### src/rtl/xor3_exerciser.sv
// -----------------------------------------------------------------------------
// xor3_exerciser
//
// Self-test stage for a 3-input combinational gate. The block steps the gate
// inputs {x0,x1,x2} through vectors 0..7. Each vector is held for DWELL
// cycles. The gate output z0 is sampled SETTLE cycles after the vector is
// applied and is compared against EXPECT[vector]. The block then reports
// pass/fail, a saturating mismatch count and the first failing vector.
//
// Parameters
//   DWELL   cycles each vector is held (>= 2)
//   SETTLE  cycles from vector application to the z0 sample (1..DWELL-1)
//   EXPECT  expected z0 per vector, bit k <-> vector k (default XOR3)
//
// Ports
//   clk        system clock
//   rst        synchronous, active-high reset
//   start      begin a run (sampled on the rising edge; ignored while busy)
//   z0         gate-under-test output, combinational from x0..x2
//   x0,x1,x2   registered gate inputs; vector k = {x0,x1,x2}, x0 is the MSB
//   busy       run in progress
//   done       run complete (level); a 1-cycle pulse per pass in loop builds
//   pass       done with zero mismatches
//   err_cnt    mismatch count, saturating at 15
//   fail_vec   first mismatching vector since the last start (0 if none)
//   state_dbg  current FSM state (0 IDLE, 1 RUN, 2 DONE) for checkers
//
// Build option
//   XOR3_EXERCISER_LOOP_EN  when defined, the block runs passes continuously.
//                           After vector 7 it wraps to vector 0. done pulses
//                           for one cycle per pass, pass is refreshed each
//                           pass, and err_cnt accumulates across passes.
//                           Only rst stops the loop.
//
// Handshake: start is a request that is accepted on any rising edge where the
// block is in IDLE or DONE and rst is low. busy is high from the accepting
// edge until the run completes. The result (pass/err_cnt/fail_vec) is valid
// whenever done is high. rst has priority over start on the same edge.
// -----------------------------------------------------------------------------
module xor3_exerciser #(
  parameter int         DWELL  = 6,
  parameter int         SETTLE = 2,
  parameter logic [7:0] EXPECT = 8'b1001_0110
) (
  input  logic       clk,
  input  logic       rst,
  input  logic       start,
  input  logic       z0,
  output logic       x0,
  output logic       x1,
  output logic       x2,
  output logic       busy,
  output logic       done,
  output logic       pass,
  output logic [3:0] err_cnt,
  output logic [2:0] fail_vec,
  output logic [1:0] state_dbg
);

  // Dwell counter width; at least one bit so a DWELL of 2 still has a counter.
  localparam int CW = (DWELL > 2) ? $clog2(DWELL) : 1;

  // cnt_q holds 0 during the first cycle after a vector is applied. The edge
  // that ends the vector therefore sees cnt_q == DWELL-1. The sample edge is
  // SETTLE edges after the vector edge, which is where cnt_q == SETTLE-1. This
  // makes vector k sampled at edge T0 + k*DWELL + SETTLE.
  localparam logic [CW-1:0] CNT_LAST   = CW'(DWELL - 1);
  localparam logic [CW-1:0] CNT_SAMPLE = CW'(SETTLE - 1);
  localparam logic [3:0]    ERR_MAX    = 4'd15;

  typedef enum logic [1:0] {
    S_IDLE = 2'd0,
    S_RUN  = 2'd1,
    S_DONE = 2'd2
  } state_t;

  state_t        state_q,    state_d;
  logic [2:0]    vec_q,      vec_d;
  logic [CW-1:0] cnt_q,      cnt_d;
  logic [3:0]    err_cnt_q,  err_cnt_d;
  logic [2:0]    fail_vec_q, fail_vec_d;
  logic          pass_q,     pass_d;
  logic          done_q,     done_d;

  // Datapath decode
  logic sample_now;
  logic mismatch;
  logic vec_last;
  logic pass_end;

  always_comb begin
    sample_now = (state_q == S_RUN) && (cnt_q == CNT_SAMPLE);
    mismatch   = sample_now && (z0 != EXPECT[vec_q]);
    vec_last   = (cnt_q == CNT_LAST);
    pass_end   = (state_q == S_RUN) && vec_last && (vec_q == 3'd7);
  end

  // Next-state and datapath update
  always_comb begin
    state_d    = state_q;
    vec_d      = vec_q;
    cnt_d      = cnt_q;
    err_cnt_d  = err_cnt_q;
    fail_vec_d = fail_vec_q;
    pass_d     = pass_q;

    case (state_q)
      S_IDLE, S_DONE: begin
        if (start) begin
          state_d    = S_RUN;
          vec_d      = 3'd0;
          cnt_d      = '0;
          err_cnt_d  = 4'd0;
          fail_vec_d = 3'd0;
          pass_d     = 1'b0;
        end
      end

      S_RUN: begin
        if (vec_last) begin
          cnt_d = '0;
          if (vec_q == 3'd7) begin
            // The sample edge always falls before the last dwell edge.
            // So err_cnt_q is already final for this pass here.
            pass_d = (err_cnt_q == 4'd0);
            vec_d  = 3'd0;
`ifdef XOR3_EXERCISER_LOOP_EN
            state_d = S_RUN;
`else
            state_d = S_DONE;
`endif
          end else begin
            vec_d = vec_q + 3'd1;
          end
        end else begin
          cnt_d = cnt_q + CW'(1);
        end

        if (mismatch) begin
          if (err_cnt_q != ERR_MAX) begin
            err_cnt_d = err_cnt_q + 4'd1;
          end
          // err_cnt only clears on start and never wraps.
          // So a zero count marks the first failure since start.
          if (err_cnt_q == 4'd0) begin
            fail_vec_d = vec_q;
          end
        end
      end

      default: begin
        state_d = S_IDLE;
        vec_d   = 3'd0;
        cnt_d   = '0;
      end
    endcase
  end

  // done: a level while parked in DONE, or a single-cycle pulse per pass in
  // the looping build.
  always_comb begin
`ifdef XOR3_EXERCISER_LOOP_EN
    done_d = pass_end;
`else
    done_d = (state_d == S_DONE);
`endif
  end

  always_ff @(posedge clk) begin
    if (rst) begin
      state_q    <= S_IDLE;
      vec_q      <= 3'd0;
      cnt_q      <= '0;
      err_cnt_q  <= 4'd0;
      fail_vec_q <= 3'd0;
      pass_q     <= 1'b0;
      done_q     <= 1'b0;
    end else begin
      state_q    <= state_d;
      vec_q      <= vec_d;
      cnt_q      <= cnt_d;
      err_cnt_q  <= err_cnt_d;
      fail_vec_q <= fail_vec_d;
      pass_q     <= pass_d;
      done_q     <= done_d;
    end
  end

  // vec_q is forced to 0 outside RUN, so it can drive the gate directly
  // without a combinational mux on the x outputs.
  assign x0        = vec_q[2];
  assign x1        = vec_q[1];
  assign x2        = vec_q[0];
  assign busy      = (state_q == S_RUN);
  assign done      = done_q;
  assign pass      = pass_q;
  assign err_cnt   = err_cnt_q;
  assign fail_vec  = fail_vec_q;
  assign state_dbg = state_q;

endmodule
### config.mk
export PLATFORM = sky130hd
export DESIGN_NAME = xor3_exerciser
export DESIGN_NICKNAME = d
export VERILOG_FILES = /design/src/rtl/xor3_exerciser.sv
export SDC_FILE = /design/constraint.sdc
export NUM_CORES = 1
export LEC_CHECK = 0
export CORE_ASPECT_RATIO = 1.5
export CORE_MARGIN = 1
export CORE_UTILIZATION = 44
export CTS_CLUSTER_DIAMETER = 100
export DETAILED_ROUTE_END_ITERATION = 16
export PLACE_DENSITY = 0.77
export RECOVER_POWER = 25
export SKIP_LAST_GASP = 1
export SYNTH_ARGS = -nofsm -noshare
export SYNTH_HDL_FRONTEND = slang
export SYNTH_SLANG_ARGS = --single-unit
export TNS_END_PERCENT = 50
### constraint.sdc
create_clock -name clk -period 1.6 [get_ports clk]
set_input_delay 0.32 -clock clk [delete_from_list [all_inputs] [get_ports clk]]
set_output_delay 0.32 -clock clk [all_outputs]
set_load 0.01 [all_outputs]
Word-level counts from Yosys, hierarchy flattened
Memory sizes are Yosys's and may differ from the RTL's. A register that Yosys moved wholly into a read port is not among the register bits.
Cells that the tools add are included.

operators by class
  $add $sub $neg = 3
  $mul = 0
  divide/modulo/power cells = 0
  order comparisons = 1
  eq/ne operators = 14
  shifts and indexed selects = 0
  mux-type cells = 24
  bitwise gates (word level) = 0
  reductions and logical operators = 10

operators with widths
  operator                                               count
  two-way mux 3 bit                                      8
  one-hot mux 3 bit (2 select lines)                     3
  two-way mux 4 bit                                      3
  AND reduction 4 bit                                    3
  inequality test 2 x 1 -> 1 bit, second input constant  5
  one-hot mux 4 bit (2 select lines)                     1
  adder 3 x 1 -> 3 bit, second input constant            2
  == test 3 bit, second input constant                   2
  two-way mux 2 bit                                      3
  adder 4 x 1 -> 4 bit, second input constant            1
  == test 2 bit, second input constant                   2
  zero test 4 bit                                        1
  < comparator 3 x 4 -> 1 bit, second input constant     1
  two-way mux 1 bit                                      4
  inequality test 4 bit, second input constant           1
  one-hot mux 2 bit (2 select lines)                     1
  == test 3 x 1 -> 1 bit, second input constant          1
  == test 2 x 1 -> 1 bit, second input constant          1
  logical AND 1 bit                                      2
  zero test 2 bit                                        1
  inequality test 2 bit, second input constant           1
  one-hot mux 1 bit (2 select lines)                     1
  AND reduction 2 bit                                    1
  nonzero test 2 bit                                     1
  other kinds (2)                                        2

storage, ports and cells
  register bits = 17
  latch bits = 0
  bits in writable memories = 0
  bits in read-only memories = 8
  bits of input ports = 4
  output and inout port bits = 15
  logic and storage cells = 60
  memories = 1

memories
  memory            depth  bits a word  read ports  clocked after memory_dff  write ports  RTL line  RTL
  (name not given)  8      1            1           1                         0            93        mismatch = sample_now && (z0 != EXPECT[vec_q]);

Longest topological paths before layout
Gate-level depths: netlist (run 1).

  depth after elaboration = 6
  gate-level depth with buffers = 6
  mapped depth without buffers = 6

Worst setup path after synthesis (run 1)
OpenSTA, ideal clock, no wires.

  path type = register to register
  from = reg vec_q[1]
  to = reg with a tool-made name
  library setup time = 0.131 ns
  arrival = 1.472 ns
  required time = 1.469 ns
  slack = -0.003 ns
  stages on the path, launching flop included = 7
  buffers on the path = 0
  clock period less this slack = 1.603 ns
  cells stage by stage = dfxtp_1 -> ha_1 -> ha_1 -> nor2_1 -> and4b_1 -> o21a_1 -> xor3_1

RTL lines
  what                    RTL line  RTL
  start, declared         78        logic [2:0] vec_q, vec_d;
  start signal, assigned  180       vec_q <= vec_d;

Worst setup path after layout (run 1)
  from = reg vec_q[1]
  to = out x1

RTL lines
  what           RTL line  RTL
  end, declared  50        output logic x1,

No word-level cell between the ends.

==> flow_summary.yaml, run 1 <==
sta:
  worst_slack_ns: -0.0101
  slew_viol_final: 0
  grt_setup_unrepaired: "yes"
  slew_headroom_pct: 80.2
  hold_viol_final: 0
  period_needed_ns: 1.61
  setup_viol: 1
  tightest_slew_ns: 0.297
  fmax_mhz: 621
  fin_crit_sh_pct: 101
  fin_setup_tns_ns: -0.0101
  fin_worst_skew_ns: 0.00264
yosys:
  synth_flop_cell: "dfxtp_1"
  synth_top_family_by_area: "simple AND/OR/NAND/NOR gates"
  synth_cells: 98
  synth_seq_area_share_pct: 41.0
  synthSimpleGateAreaFrac_pct: 23.3
  synth_edf_count: 0
  syn_avg_cell_area_um2: 8.98
  synth.distinct_cells: 33
  synth_compound_area_share_pct: 20.5
  ys_async_sr_fraction_pct: 0
  synthMuxAreaShare_pct: 2.42
  synth_fa_ha_area_share_pct: 5.69
  synth_seq_cells: 18
  synth_xor_area_share_pct: 3.70
  synth_area_um2: 880
  synth_nets: 106
  yosys_warnings: 0
outcome:
  violations: "setup timing"
  status: "finished, violations left"
clock_network:
  clock-root-buffer: "clkbuf_4"
  cts_tree: "done"
  postCtsSetupBuffers: 0
  cts_buffers: 3
  cts-hold-fix-buffers: 0
  clk_latency_ns: 0.30
  clkTransAtPathRegs_ns: 0.10
  ctsHtreeMaxLevel: 1
  clkSinkCount: 18
  clockBufferDepth: 2
floorplanning:
  fp-row-count: 19
  start_util_pct: 47.4
  die_area_mm2: 0.00219
  io_pins: 19
  coreArea_mm2: 0.00185
  dieWidth_um: 38.5
  die_h_um: 56.8
detailed_routing:
  wl_met1_um: 872
  drc_errors: 0
  first_pass_iters: 4
  top_layer: "met4"
  dr.first_iter.drc_count: 5
  post_drt_via_cell_ratio: 5.50
  routed_wl_um: 2080
  wl_met2_um: 1110
  wire_per_inst_um: 13.1
  dr_wl_met3_um: 56
  ant_nets: 0
  vias: 869
global_routing:
  antenna_found_initial: 0
  gr-total-overflow: 0
  grt_first_pass_wirelength_um: 3420
  grt_max_degree: 11
  track_usage_pct: 21.6
  grt_pass1_vias: 865
worst_setup_path:
  slowest_stage: "clkdlybuf4s50_1"
  critPathRequiredTime_ns: 1.28
  crit_path_max_incr_delay_ns: 0.52
  r2r_slack_ns: 0
  crit_arrival_ns: 1.29
  cp_max_fo: 3
  path_cells: "buf_4 > clkdlybuf4s50_1"
  criticalPathCategory: "reg -> out"
  crit_path_start_kind: "flop"
  worstSetupEndpointType: "primary output"
pwr:
  leakagePower_nw: 0.580
  p_per_area_mw_per_mm2: 708
  peakVddDrop_uv: 682
finish:
  final_cell_count_no_fill: 158
  antenna_cells: 0
  multi_input_area_um2: 503
  mostFrequentLayoutCells: "17 x buf_4, 13 x a21oi_1, 13 x dfxtp_1"
  syn_to_final_growth_pct: 45.4
  layout_commonest_cell: "buf_4"
  regArea_um2: 369
  fillers: 159
  drive_above_1_share_pct: 26.3
  layout.nets: 146
placement:
  place_ws_ns: -0.378
  portBuffers: 18
  place_hpwl_um: 1600
  dp_cells: 154
  gp_congestion: 0.924
hold_path:
  hp-class: "reg -> reg"
job:
  max_cap_violations: 0
-- registers in the layout, indices dropped and copies added, names as in the netlist, named ones only --
name       count
vec_q          3
cnt_q          3
done           1
state_dbg      2
fail_vec       3
pass           1
err_cnt        4
-- layer usage --
metal	up-vias	track usage, %
met3	4	6.32
li1	440	-
met2	11	37.4
met1	414	22.4
met4	0	9.85
met5	-	0
-- synth_stat cells, types with 2 or more instances --
master | instances | share of area, %
nand4_1 | 3 | 2.1
nand3_1 | 7 | 4.0
a21oi_1 | 13 | 7.4
ha_1 | 4 | 5.7
dfxtp_1 | 18 | 41
nand4b_1 | 2 | 2.0
or4_1 | 2 | 1.7
o21ai_0 | 6 | 3.4
nand2_1 | 5 | 2.1
nand2b_2 | 2 | 2.0
o31ai_1 | 3 | 2.6
o21a_1 | 2 | 1.7
inv_1 | 4 | 1.7
nor2_1 | 8 | 3.4
-- worst paths after layout --
| check | startpoint | end | cells past startpoint |
|---|---|---|---|
| worst max-delay path | vec_q[1] | x1 | 2 |
| worst min-delay path | fail_vec[1] | fail_vec[1] | 2 |
| worst max register to register | cnt_q[2] | err_cnt[3] | 4 |
| worst min register to register | fail_vec[1] | fail_vec[1] | 2 |
-- power breakdown --
group / total [mW] / leakage (nW) / internal [mW] / switching (mW)
clock network: 0.285 / 0.0210 / 0.139 / 0.146
registers: 0.465 / 0.148 / 0.455 / 0.00993
logic: 0.155 / 0.411 / 0.0787 / 0.0767
total: 0.905 / 0.580 / 0.673 / 0.233
-- critical path, delay by kind of cell (launching register included) --
family,cells,cell delay [ns]
buffers and inverters,2,0.64
DFF,1,0.35
-- timing repair --
item,4_1_cts,5_1_grt
pin swaps,0,2
resized for setup,9,9
setup endpoints to repair,14,15
-- stage by stage --
step,hold WS (ns),power (mW),util (%),instance area [µm²]
after floorplan,0.389,0.548,-,881
after detailed placement,0.464,0.629,65.7,1220
final,0.481,0.905,69.0,1280
after global placement,0.461,0.625,65.7,1220
after CTS,0.482,0.909,68.2,1260
after global routing,0.507,0.948,69.0,1280
-- cells by family after synthesis --
group | after synthesis
and+or+nand+nor | 36
muxes | 2
buffers and inverters | 7
DFF | 18
xor gates and xnor gates | 2
adders and majority gates | 4
AOI/OAI and AO/OA | 29
-- layout make-up --
type                       instances  share of cell area, %
inverter                           5                   1.47
clock buffer                       4                   2.84
timing repair buffer              37                   25.4
multi-input combinational         73                   39.3
sequential                        18                   28.9
tap                               21                   2.05
Note: power is estimated with default switching activity, not from simulation.
==> run 2: changes to the inputs <==
--- a/config.mk
+++ b/config.mk
@@ -7,10 +7,11 @@
 export LEC_CHECK = 0
 export CORE_ASPECT_RATIO = 1.5
 export CORE_MARGIN = 1
-export CORE_UTILIZATION = 44
+export CORE_UTILIZATION = 45
 export CTS_CLUSTER_DIAMETER = 100
 export DETAILED_ROUTE_END_ITERATION = 16
-export PLACE_DENSITY = 0.77
+export HOLD_SLACK_MARGIN = 0.08
+export PLACE_DENSITY = 0.75
 export RECOVER_POWER = 25
 export SKIP_LAST_GASP = 1
 export SYNTH_ARGS = -nofsm -noshare
==> constraint.sdc (replaced) <==
create_clock -name clk -period 2.1 [get_ports clk]
set_input_delay 0.42 -clock clk [delete_from_list [all_inputs] [get_ports clk]]
set_output_delay 0.42 -clock clk [all_outputs]
set_load 0.01 [all_outputs]
==> run 2 against run 1 <==
The run now ends clean; critical endpoint is now busy; clock skew is 0.0011 ns higher; combinational power decreased by 38%; largest power group unchanged; clock power fell by 22%.
==> flow_summary.yaml, run 2 (synthesis results as in run 1) <==
outcome:
  status: "complete, no violations"
clock_network:
  cts_resized: 0
  clkSinkCount: 18
  cts_buffers: 3
  clkTransAtPathRegs_ns: 0.10
  ctsHtreeMaxLevel: 1
  clockBufferDepth: 2
  postCtsSetupBuffers: 0
  clk_latency_ns: 0.31
  clock-root-buffer: "clkbuf_4"
  cts-hold-fix-buffers: 0
  cts_tree: "done"
finish:
  drive_above_1_share_pct: 13.7
  utilization_pct: 63.0
  syn_to_final_growth_pct: 31.2
  layout.nets: 133
  antenna_cells: 0
  final_cell_count_no_fill: 145
  mostFrequentLayoutCells: "17 x dfxtp_1, 17 x clkdlybuf4s50_1, 13 x a21oi_1"
  largest_register_ffs: 4
floorplanning:
  fp-row-count: 19
  coreArea_mm2: 0.00183
  die_h_um: 56.1
  die_area_mm2: 0.00214
  dieWidth_um: 38.1
  start_util_pct: 48.1
  io_pins: 19
sta:
  slew_headroom_pct: 77.0
  slew_viol_final: 0
  period_needed_ns: 1.97
  fin_setup_tns_ns: 0
  fin_worst_skew_ns: 0.00379
  tightest_slew_ns: 0.345
  grt_setup_unrepaired: "no"
  fin_crit_sh_pct: 93.8
  setup_viol: 0
  hold_viol_final: 0
  fmax_mhz: 508
worst_setup_path:
  cp-startpoint: "state_dbg[1]"
  worstSetupEndpointType: "primary output"
  crit_path_max_incr_delay_ns: 0.53
  critPathRequiredTime_ns: 1.68
  r2r.worst_path.cells: 6
  critPathBufInv: 2
  criticalPathCategory: "reg -> out"
  slowest_stage: "clkdlybuf4s50_1"
  r2r_end: "err_cnt[3]"
  crit_path_start_kind: "flop"
  path_depth: 3
  rr_startpoint: "state_dbg[1]"
  r2r_slack_ns: 0.36
  path_cells: "nand2b_2 > inv_2 > clkdlybuf4s50_1"
  cp_max_fo: 7
  crit_arrival_ns: 1.55
  endpoint: "busy"
  cpLargestDelayFamily: "buffers and inverters"
detailed_routing:
  ant_nets: 0
  wl_met2_um: 967
  first_pass_iters: 4
  post_drt_via_cell_ratio: 5.57
  vias: 808
  routed_wl_um: 1880
  top_layer: "met4"
  dr.first_iter.drc_count: 9
  dr_wl_met3_um: 43
  drc_errors: 0
  wire_per_inst_um: 13.0
  wl_met1_um: 819
job:
  max_cap_violations: 0
pwr:
  leakagePower_nw: 0.428
  p_per_area_mw_per_mm2: 584
  peakVddDrop_uv: 417
global_routing:
  grt_first_pass_wirelength_um: 3060
  gr-total-overflow: 0
  antenna_found_initial: 0
  grt_max_degree: 12
  grt_pass1_vias: 728
  track_usage_pct: 20.1
placement:
  portBuffers: 18
  dp_cells: 141
  gp_congestion: 0.779
  place_hpwl_um: 1430
hold_path:
  hp-class: "reg -> reg"
  hp-start: "fail_vec[0]"
[run 2: cell types whose count changed in the layout (fill, tap and decap cells not counted), moves of 2 or more]
cell             before  now
clkdlybuf4s50_1      11   17
dlygate4sd2_1         3    0
dlymetal6s2s_1        4    0
dfxtp_2               4    1
buf_4                17    5
dfxtp_1              13   17
o21ai_0               4    6
[run 2: metrics by stage]
step                total power, mW  setup slack [ns]  instance area [µm²]  hold slack (ns)
floorplan                     0.417             0.497                  880            0.489
detailed placement            0.459            0.0194                 1120            0.468
global route                  0.705            0.0579                 1150            0.512
finish                        0.673             0.130                 1150            0.478
global placement              0.459            0.0405                 1120            0.465
CTS                           0.679            0.0747                 1160            0.481
[run 2: cell type report]
| class | count | area, µm² |
|---|---|---|
| fill | 163 | 677 |
| multi-input combinational | 73 | 489 |
| sequential | 18 | 362 |
| timing repair buffer | 24 | 221 |
| clock buffer | 4 | 36.3 |
| tap | 21 | 26.3 |
| inverter | 5 | 18.8 |
[run 2: worst min path at each step]
stage                     cells after the start          end  slack [ns]
after detailed placement                      2  fail_vec[1]        0.47
after global routing                          2  fail_vec[0]        0.51
after global placement                        2  fail_vec[2]        0.46
after floorplan                               1         done        0.49
after CTS                                     2  fail_vec[1]        0.48
final                                         2  fail_vec[0]        0.48
[run 2: power breakdown]
group / switching [mW] / internal (mW) / total (mW)
clock network: 0.115 / 0.106 / 0.221
registers: 0.00949 / 0.347 / 0.357
logic: 0.0505 / 0.0449 / 0.0955
total: 0.175 / 0.498 / 0.673
[run 2: routing by layer]
layer | vias up | GRT usage [%]
li1 | 413 | -
met1 | 377 | 22.2
met2 | 13 | 33.4
met3 | 5 | 3.60
met4 | 0 | 12.2
met5 | - | 0
[run 2: tightest hold or removal path, cell delays in order (launching register included)]
cell and delay, ns:
dfxtp_1 0.32, o21ai_0 0.06, a21oi_1 0.06
==> run 3: changes to the inputs <==
==> constraint.sdc (replaced) <==
create_clock -name clk -period 2.6 [get_ports clk]
set_input_delay 0.52 -clock clk [delete_from_list [all_inputs] [get_ports clk]]
set_output_delay 0.52 -clock clk [all_outputs]
set_load 0.01 [all_outputs]
==> run 3 against run 2 <==
Hold slack improved by 0.0042 ns; clock-buffer cell count decreased by 1; highest routed layer unchanged; combinational power decreased by 31%; largest power group unchanged.
==> flow_summary.yaml, run 3 (synthesis results as in run 1) <==
global_routing:
  use_met3_pct: 2.40
  busiest_layer: "met2"
  grt_first_pass_wirelength_um: 2950
  met1_usage_pct: 22.1
  antenna_found_initial: 0
  track_usage_pct: 19.1
  grt_pass1_vias: 707
  grt_use_met2_pct: 32.4
  grt_max_degree: 13
  gr-total-overflow: 0
worst_setup_path:
  slowest_stage: "clkdlybuf4s50_1"
  r2r_end: "err_cnt[3]"
  rr_startpoint: "state_dbg[0]"
  crit_path_start_kind: "flop"
  critPathBufInv: 2
  path_cells: "nand2b_1 > inv_2 > clkdlybuf4s50_1"
  crit_arrival_ns: 1.82
  r2r_slack_ns: 0.78
  criticalPathCategory: "reg -> out"
  worstSetupEndpointType: "primary output"
  critPathRequiredTime_ns: 2.08
  r2r.worst_path.cells: 5
  cpLargestDelayFamily: "buffers and inverters"
  cp_max_fo: 12
  crit_path_max_incr_delay_ns: 0.57
detailed_routing:
  dr.first_iter.drc_count: 7
  post_drt_via_cell_ratio: 5.53
  ant_nets: 0
  vias: 769
  first_pass_iters: 4
  routed_wl_um: 1780
  drc_errors: 0
  wire_per_inst_um: 12.8
sta:
  slew_headroom_pct: 67.3
  worst_slack_ns: 0.263
  fin_crit_sh_pct: 89.9
  grt_setup_unrepaired: "no"
  fmax_mhz: 428
  slew_viol_final: 0
  fin_worst_skew_ns: 0.00678
  tightest_slew_ns: 0.486
  period_needed_ns: 2.34
  hold_viol_final: 0
  fin_setup_tns_ns: 0
  setup_viol: 0
pwr:
  pwr-share-comb_pct: 13.3
  switchingPower_mw: 0.131
  seqPwrFrac_pct: 58.4
  peakVddDrop_uv: 438
  pwr-share-clk_pct: 28.3
  cellInternalPower_mw: 0.362
  p_per_area_mw_per_mm2: 449
  leakagePower_nw: 0.401
  switching_share_pct: 26.5
clock_network:
  clk_latency_ns: 0.30
  clock-root-buffer: "clkbuf_4"
  cts_resized: 0
  postCtsSetupBuffers: 0
  clockBufferDepth: 2
  cts_buffers: 3
  clkTransAtPathRegs_ns: 0.10
  clkSinkCount: 18
  cts-hold-fix-buffers: 0
  ctsHtreeMaxLevel: 1
  cts_tree: "done"
floorplanning:
  dieWidth_um: 38.1
  start_util_pct: 48.1
  die_area_mm2: 0.00214
  io_pins: 19
  die_h_um: 56.1
  coreArea_mm2: 0.00183
  fp-row-count: 19
outcome:
  status: "complete, no violations"
finish:
  antenna_cells: 0
  drive_above_1_share_pct: 7.63
  layout_commonest_cell: "dfxtp_1"
  layout.nets: 128
  fillers: 169
  syn_to_final_growth_pct: 24.9
  mostFrequentLayoutCells: "18 x dfxtp_1, 17 x clkdlybuf4s50_1, 14 x a21oi_1"
  largest_register_ffs: 4
placement:
  place_ws_ns: 0.361
  place_hpwl_um: 1370
  gp_congestion: 0.823
  portBuffers: 18
hold_path:
  hp-start: "fail_vec[0]"
  hp-class: "reg -> reg"
  whs_endpoint: "fail_vec[0]"
  hold_depth: 2
job:
  max_cap_violations: 0
run 3: worst max-delay path by stage:
stage	start	end	slack [ns]	cells after the start
after floorplan	z0	err_cnt[3]	0.90	4
after global placement	start	err_cnt[3]	0.40	5
after detailed placement	start	err_cnt[3]	0.36	5
after CTS	state_dbg[0]	busy	0.35	3
after global routing	state_dbg[0]	busy	0.15	3
final	state_dbg[0]	busy	0.26	3
run 3: area by class of cell:
cell class,count,area [µm²],area share [%]
clock buffer,3,22.5,2.05
tap,21,26.3,2.39
timing repair buffer,19,188,17.1
multi-input combinational,73,483,44.0
sequential,18,360,32.8
inverter,5,18.8,1.71
run 3: power by group through the flow:
stage | clock network (mW) | logic [mW] | registers [mW]
2_1_floorplan | 0 | 0.0430 | 0.294
6_report | 0.139 | 0.0657 | 0.288
3_5_place_dp | 0 | 0.0661 | 0.294
3_3_place_gp | 0 | 0.0657 | 0.294
5_1_grt | 0.149 | 0.0753 | 0.289
4_1_cts | 0.141 | 0.0665 | 0.288
run 3: through the flow:
step / cells / hold slack, ns / total power, mW / instance area [µm²] / utilization [%]
finish: 139 / 0.482 / 0.493 / 1100 / 60.0
global route: 139 / 0.520 / 0.513 / 1100 / 60.0
CTS: 139 / 0.490 / 0.496 / 1100 / 60.4
detailed placement: 136 / 0.476 / 0.360 / 1080 / 59.1
global placement: 136 / 0.465 / 0.360 / 1080 / 59.1
floorplan: 98 / 0.494 / 0.337 / 880 / -
run 3: routing by layer:
layer | share of wire [%] | routed length [µm]
met1 | 43 | 769
met2 | 52 | 925
met3 | 2.3 | 41
met4 | 2.4 | 43
met5 | 0 | 0
run 3: worst register-to-register path: cells and delay by family (launching register included):
kind            cells  cell delay [ns]
simple gates        2             0.73
buf+inv             1             0.23
flops               1             0.48
compound gates      2             0.32
